**config.mk**
```make
export PLATFORM = sky130hd
export DESIGN_NAME = wishbone_master_agent
export DESIGN_NICKNAME = d
export VERILOG_FILES = /design/src/rtl/wishbone_master_agent.sv
export SDC_FILE = /design/constraint.sdc
export NUM_CORES = 1
export LEC_CHECK = 0
export CAP_MARGIN = 20
export CORE_ASPECT_RATIO = 0.9
export CORE_MARGIN = 2
export CORE_UTILIZATION = 40
export DETAILED_ROUTE_END_ITERATION = 6
export PLACE_DENSITY = 0.8
export SYNTH_ARGS = -nofsm -noshare
export SYNTH_HDL_FRONTEND = slang
export SYNTH_SLANG_ARGS = --single-unit
```
**constraint.sdc**
```tcl
create_clock -name i_clk -period 2 [get_ports i_clk]
set_clock_uncertainty 0.2 [all_clocks]
set_input_delay 0.3 -clock i_clk [delete_from_list [all_inputs] [get_ports i_clk]]
set_output_delay 0.3 -clock i_clk [all_outputs]
set_load 0.005 [all_outputs]
```
**src/rtl/wishbone_master_agent.sv**
```systemverilog
// Single-transaction Wishbone B4 classic master: one start command becomes one bus cycle,
// supervised by a per-attempt timeout watchdog and a bounded RTY retry counter.
module wishbone_master_agent #(
    parameter int DATA_WIDTH     = 32,
    parameter int ADDR_WIDTH     = 32,
    parameter int SEL_WIDTH      = DATA_WIDTH / 8,
    parameter int TIMEOUT_CYCLES = 256,
    parameter int MAX_RETRY      = 3
) (
    input  logic                  i_clk,
    input  logic                  i_rst,
    input  logic                  i_start,
    input  logic                  i_we,
    input  logic [ADDR_WIDTH-1:0] i_addr,
    input  logic [DATA_WIDTH-1:0] i_wdata,
    output logic                  o_done,
    output logic [DATA_WIDTH-1:0] o_rdata,
    output logic                  o_err,
    output logic                  o_busy,
    output logic                  o_wb_cyc,
    output logic                  o_wb_stb,
    output logic                  o_wb_we,
    output logic [ADDR_WIDTH-1:0] o_wb_adr,
    output logic [DATA_WIDTH-1:0] o_wb_dat,
    output logic [SEL_WIDTH-1:0]  o_wb_sel,
    input  logic [DATA_WIDTH-1:0] i_wb_dat,
    input  logic                  i_wb_ack,
    input  logic                  i_wb_err,
    input  logic                  i_wb_rty
);

    typedef enum logic [1:0] {IDLE, BUS, GAP, RESP} state_t;

    // The watchdog only has to reach TIMEOUT_CYCLES-1 before it fires.
    localparam int WD_W = (TIMEOUT_CYCLES > 1) ? $clog2(TIMEOUT_CYCLES) : 1;
    localparam int RT_W = (MAX_RETRY > 0) ? $clog2(MAX_RETRY + 1) : 1;

    state_t                state_q, state_d;
    logic                  we_q, we_d;
    logic [ADDR_WIDTH-1:0] addr_q, addr_d;
    logic [DATA_WIDTH-1:0] wdata_q, wdata_d;
    logic [WD_W-1:0]       wdog_q, wdog_d;
    logic [RT_W-1:0]       retry_q, retry_d;
    logic                  done_d, err_d, cyc_d;
    logic [DATA_WIDTH-1:0] rdata_d;

    // NOTE: every signal gets a default before the case so no path leaves one unassigned (no latches).
    always_comb begin
        state_d = state_q;
        we_d    = we_q;
        addr_d  = addr_q;
        wdata_d = wdata_q;
        wdog_d  = wdog_q;
        retry_d = retry_q;
        done_d  = 1'b0;
        err_d   = 1'b0;
        rdata_d = o_rdata;

        case (state_q)
            IDLE: begin
                if (i_start) begin
                    we_d    = i_we;
                    addr_d  = i_addr;
                    wdata_d = i_wdata;
                    wdog_d  = '0;
                    retry_d = '0;
                    state_d = BUS;
                end
            end
            BUS: begin
                if (i_wb_err) begin
                    state_d = RESP;
                    done_d  = 1'b1;
                    err_d   = 1'b1;
                    rdata_d = '0;
                end else if (i_wb_ack) begin
                    state_d = RESP;
                    done_d  = 1'b1;
                    if (!we_q) rdata_d = i_wb_dat;
                end else if (i_wb_rty) begin
                    if (32'(retry_q) < MAX_RETRY) begin
                        retry_d = retry_q + 1'b1;
                        state_d = GAP;
                    end else begin
                        state_d = RESP;
                        done_d  = 1'b1;
                        err_d   = 1'b1;
                        rdata_d = '0;
                    end
                end else if (TIMEOUT_CYCLES != 0 && 32'(wdog_q) == TIMEOUT_CYCLES - 1) begin
                    state_d = RESP;
                    done_d  = 1'b1;
                    err_d   = 1'b1;
                    rdata_d = '0;
                end else begin
                    wdog_d = wdog_q + 1'b1;
                end
            end
            GAP: begin
                wdog_d  = '0;
                state_d = BUS;
            end
            RESP:    state_d = IDLE;
            default: state_d = IDLE;
        endcase

        cyc_d = (state_d == BUS);
    end

    // Bus outputs are registered from the next state so CYC rises on the accept edge.
    // NOTE: sequential state uses non-blocking assignments so every flop samples pre-edge values.
    always_ff @(posedge i_clk) begin
        if (i_rst) begin
            state_q  <= IDLE;
            we_q     <= 1'b0;
            addr_q   <= '0;
            wdata_q  <= '0;
            wdog_q   <= '0;
            retry_q  <= '0;
            o_done   <= 1'b0;
            o_err    <= 1'b0;
            o_rdata  <= '0;
            o_busy   <= 1'b0;
            o_wb_cyc <= 1'b0;
            o_wb_stb <= 1'b0;
            o_wb_we  <= 1'b0;
            o_wb_adr <= '0;
            o_wb_dat <= '0;
            o_wb_sel <= '0;
        end else begin
            state_q  <= state_d;
            we_q     <= we_d;
            addr_q   <= addr_d;
            wdata_q  <= wdata_d;
            wdog_q   <= wdog_d;
            retry_q  <= retry_d;
            o_done   <= done_d;
            o_err    <= err_d;
            o_rdata  <= rdata_d;
            o_busy   <= (state_d != IDLE);
            o_wb_cyc <= cyc_d;
            o_wb_stb <= cyc_d;
            o_wb_we  <= cyc_d & we_d;
            o_wb_adr <= cyc_d ? addr_d : '0;
            o_wb_dat <= (cyc_d && we_d) ? wdata_d : '0;
            o_wb_sel <= cyc_d ? {SEL_WIDTH{1'b1}} : '0;
        end
    end

endmodule

```
Word-level counts from Yosys, hierarchy flattened
Index checks and enable logic that the tools add are counted.
- register bits after elaboration: 182
- logic and storage cells: 87
- input port bits: 103
- output and inout bits: 106
- reduce and logical (&&, ||, !) cells: 12
- mux-type cells: 39
- $lt $le $gt $ge: 1
- bitwise operators: 4
- $add $sub $neg: 2
- eq/ne operators: 14
- operators by type and width (operator ; count):
    $mux 32 ; 10
    $mux 8 ; 5
    $pmux 8 s3 ; 1
    $mux 2 ; 10
    $ne 2x2->1 const B ; 7
    $reduce_and 6->1 ; 2
    $mux 1 ; 10
    $add 8x1->8 const B ; 1
    $eq 8x8->1 const B ; 1
    $pmux 2 s4 ; 1
    $reduce_or 2->1 ; 3
    $eq 2x1->1 const B ; 2
    $eq 2x2->1 const B ; 2
    $mux 4 ; 1
    $ne 4x4->1 const B ; 1
    $pmux 2 s2 ; 1
    $reduce_and 4->1 ; 1
    $reduce_bool 2->1 ; 2
    $reduce_bool 4->1 ; 1
    $ne 3x3->1 const B ; 1
    $not 1->1 ; 3
    $reduce_bool 3->1 ; 1
    $add 2x1->2 const B ; 1
    $logic_not 2->1 ; 1
    other kinds (3) ; 3

Longest topological paths before layout
- word-level depth: 10
- mapped depth: 6
- mapped depth without buffers: 5

Worst setup path after synthesis
No wires, ideal clock.
- kind: register -> register
- start: register retry_q[0]
- end: register o_rdata[0]
- buffers on the path: 1
- cell stages (with the launch flop): 7
- arrival: 1626 ps
- setup slack: 103 ps
- period minus slack after synthesis: 1897 ps
- data required time: 1728 ps
- setup time: 72 ps
- path through: dfxtp_1 -> ha_1 -> nor4b_1 -> nor2_1 -> nand3_1 -> buf_2 -> mux2i_1
- cells in the longest elaborated chain, start to end: 3
- RTL lines (element ; RTL line ; RTL):
    from (decl) ; 43 ; logic [RT_W-1:0] retry_q, retry_d;
    from (signal assigned) ; 136 ; retry_q <= retry_d;
    $lt 2x2->1 ; 81 ; if (32'(retry_q) < MAX_RETRY) begin
    $ne 4x4->1 (no line) ; -- ;
    $reduce_and 4->1 (no line) ; -- ;
    to (signal assigned) ; 139 ; o_rdata <= rdata_d;
    to (decl) ; 17 ; output logic [DATA_WIDTH-1:0] o_rdata,
No other way between the ends.
A chain may end at the register's enable or synchronous reset.

Worst setup path in the final report
- start: input i_start
- end: register o_wb_dat[5]
- cells in the longest elaborated chain, start to end: 6
- elaborated cells between the ends (all ways): 10
- classes of those cells: eq/ne: 1; mux: 6; bitwise: 1; reduce/logical: 2
- RTL lines (element ; RTL line ; RTL):
    from (decl) ; 12 ; input logic i_start,
    $mux 2 ; 61 ; if (i_start) begin
    $pmux 2 s4 ; 59 ; case (state_q)
    $eq 2x1->1 ; 107 ; cyc_d = (state_d == BUS);
    $logic_and 1x1->1 ; 145 ; o_wb_dat <= (cyc_d && we_d) ? wdata_d : '0;
    $not 1->1 (no line) ; -- ;
    $reduce_or 2->1 (no line) ; -- ;
    to (signal assigned) ; 145 ;
    to (decl) ; 24 ; output logic [DATA_WIDTH-1:0] o_wb_dat,
Several ways; a longest one is shown, not always the timed one.

==> out/metrics.cfg <==
[run_status]
status=finished, final reports clean

[layout]
layout_common_cells=clkdlybuf4s50_1 (207), dfxtp_1 (176), nand2_1 (138), nor2_1 (72), mux2i_1 (68)
nFillCells=1226
fin_nets=945
drive_gt1_frac=0.0915
final_area_mm2=0.00905
final_common_cell=clkdlybuf4s50_1
syn_to_final_growth_pct=50.8
num_antenna_cells=0

[global_route]
antenna_found_initial=0
grt_overflow=0
grt_pass1_vias=4705
grt_first_pass_wirelength_mm=23.9
groute.usage.overall=0.189
grt_max_degree=37

[clock_network]
cts_root_buf=clkbuf_16
clk-insertion-delay-late_ns=0.42
clock_path_buffers=2
h-tree-depth=4
clk_pin_slew_ns=0.07
numCtsBuffers=17
cts_tree=done
hold_buffers=0
clock-sinks=178

[pwr]
vdd_drop_max_mv=0.703
netSwitchingPower_uw=1860
pwr-share-comb=0.127
finalPower_uw=7780
p_leak_uw=0.00362
power.density_mw_per_mm2=859
p_clk_frac=0.388
sw_frac_of_total=0.239
internal-power_uw=5920
share_seq_of_total_power=0.485

[timing]
setup_viol=0
fmax_mhz=516
slew_viol_final=0
hold_viol_final=0
tightestPinTransition_ns=0.420
setup_slack_ns=0.0605
fin_crit_ns=1.94
rsz0062_at_grt=no
relSlewSlack=0.719
fin_crit_sh=0.970

[route]
via_count=4825
drc_errors=0
drt_iter0_drc=162
routedWlPerCell_um=14.1
avgViaCountPerCell=4.60
antenna_left=0
firstDrtPassIters=4
drt_wl_total_mm=14.8

[place]
place_congestion=0.834
dp_worst_setup_slack_ns=-0.395
place_hpwl_mm=10.3
placedInstanceArea_mm2=0.00846
io_buffers=208

[critical_path]
r2r-start=wdog_q[0]
start_kind=input pin
r2r-end=o_rdata[27]
critical_path_class=in -> reg
cp_max_fo=33
arrival_ns=2.04
r2r_slack_ns=0.09
worstSetupEndpointType=register
reg2reg_depth=6
critPathRequiredTime_ns=2.10

[die]
pin_count=209
coreArea_mm2=0.0147
die_h_um=120
die_w_um=133
row_count=42
dieArea_mm2=0.0160
start_util=0.408

[synth]
ys_types=36
synth-warning-count=0
syn_avg_cell_area_um2=9.62
synth_flop_cell=dfxtp_1
synth_seq_cells=178
netlist_area_mm2=0.00600
netlist_instances=624
synthArstFlopShare=0
seq_area_frac_synth=0.594
synth-edff-count=0
syn_nets=729

[worst_hold_path]
min_from=i_rst
worstHoldEndpoint=state_q[0]
hold_depth=2
hp-class=in -> reg

[flow_run]
maxCapViolations=0

-- Yosys cell counts, types with 2 or more instances --
library cell | instances | area [um^2]
nand4_1 | 4 | 25.0
buf_1 | 2 | 7.51
and2_1 | 33 | 206
clkbuf_1 | 22 | 82.6
buf_4 | 5 | 37.5
ha_1 | 2 | 25.0
a21boi_0 | 2 | 15.0
buf_2 | 11 | 55.1
and3_1 | 3 | 18.8
nand2b_1 | 2 | 12.5
nand2_1 | 138 | 518
mux2i_1 | 68 | 681
inv_1 | 4 | 15.0
nor3b_1 | 2 | 15.0
nor3_1 | 3 | 15.0
or4_1 | 3 | 22.5
nor2_1 | 74 | 278
nand3_1 | 6 | 30.0
o31ai_1 | 2 | 15.0
dfxtp_1 | 178 | 3560
a21oi_1 | 36 | 180
or3_1 | 5 | 31.3
o21ai_0 | 6 | 30.0
-- power by group through the flow --
stage          Combinational [uW]  Clock, uW  Sequential [uW]
6_report                      986       3020             3770
5_1_grt                      1080       3260             3790
2_1_floorplan                 440          0             3840
3_5_place_dp                  980          0             3850
4_1_cts                       994       3100             3770
3_3_place_gp                  970          0             3840
-- registers in the layout, indices dropped and copies added, names as in the netlist, 2 cells and up --
signal    count
addr_q       32
o_rdata      32
o_wb_adr     32
o_wb_dat     32
wdata_q      32
wdog_q        8
retry_q       2
state_q       2
-- cells by family (layout without fill, tap and decap cells) --
group	Yosys count	after routing	share of synthesized area
multiplexers	69	69	0.115
AO/OA/AOI/OAI	51	51	0.0490
buffers and inverters	45	273	0.0348
flip-flops	178	178	0.594
adder cells (fa/ha/maj)	2	2	0.00417
AND/OR/NAND/NOR	279	279	0.203
-- critical path: stages --
cell,delay (ns)
clkdlybuf4s50_1,0.59
or3b_2,0.54
nand2_1,0.12
a2111o_1,0.20
buf_12,0.20
nor2_1,0.06
-- layer usage --
metal | vias up | share of wire | wire, um | global-route usage
li1 | 2457 | - | - | -
met1 | 2182 | 0.44 | 6530 | 0.231
met2 | 167 | 0.45 | 6700 | 0.298
met3 | 19 | 0.093 | 1390 | 0.0826
met4 | 0 | 0.015 | 230 | 0.0665
met5 | - | 0 | 0 | 0
-- how the worst max path moves through the flow --
stage                   endpoint        from  slack (ns)
CTS                 o_wb_dat[23]    i_wb_ack        0.01
detailed placement  o_wb_dat[14]    i_wb_err       -0.40
global placement    o_wb_dat[31]    i_wb_err       -0.30
finish               o_wb_dat[5]     i_start        0.06
global route           wdog_q[6]    i_wb_rty        0.01
floorplan             o_rdata[0]  retry_q[0]        0.10
-- through the flow --
step / hold WS, ns / util / TNS [ns] / std cells
3_5_place_dp: 0.248 / 0.575 / -38.89 / 1018
6_report: 0.0781 / 0.615 / 0 / 1050
3_3_place_gp: 0.240 / 0.575 / -31.94 / 1018
5_1_grt: 0.0823 / 0.615 / 0 / 1050
4_1_cts: 0.0602 / 0.613 / 0 / 1049
2_1_floorplan: 0.224 / - / 0 / 624
-- what timing repair did --
action                                  4_1_cts  5_1_grt
resized for setup                             3        7
buffers inserted                              0        1
endpoints found under the setup margin       33       99
cloned                                        0        0
pin swaps                                     1        2
-- cell type report --
cell class / instances / area [um^2] / share of cell area
timing repair buffer: 238 / 2390 / 0.264
tap: 198 / 248 / 0.0274
clock inverter: 12 / 82.6 / 0.00912
sequential: 178 / 3570 / 0.394
inverter: 4 / 15.0 / 0.00166
clock buffer: 19 / 453 / 0.0500
multi-input combinational: 401 / 2300 / 0.254
Note: power is estimated with default switching activity, not from simulation.
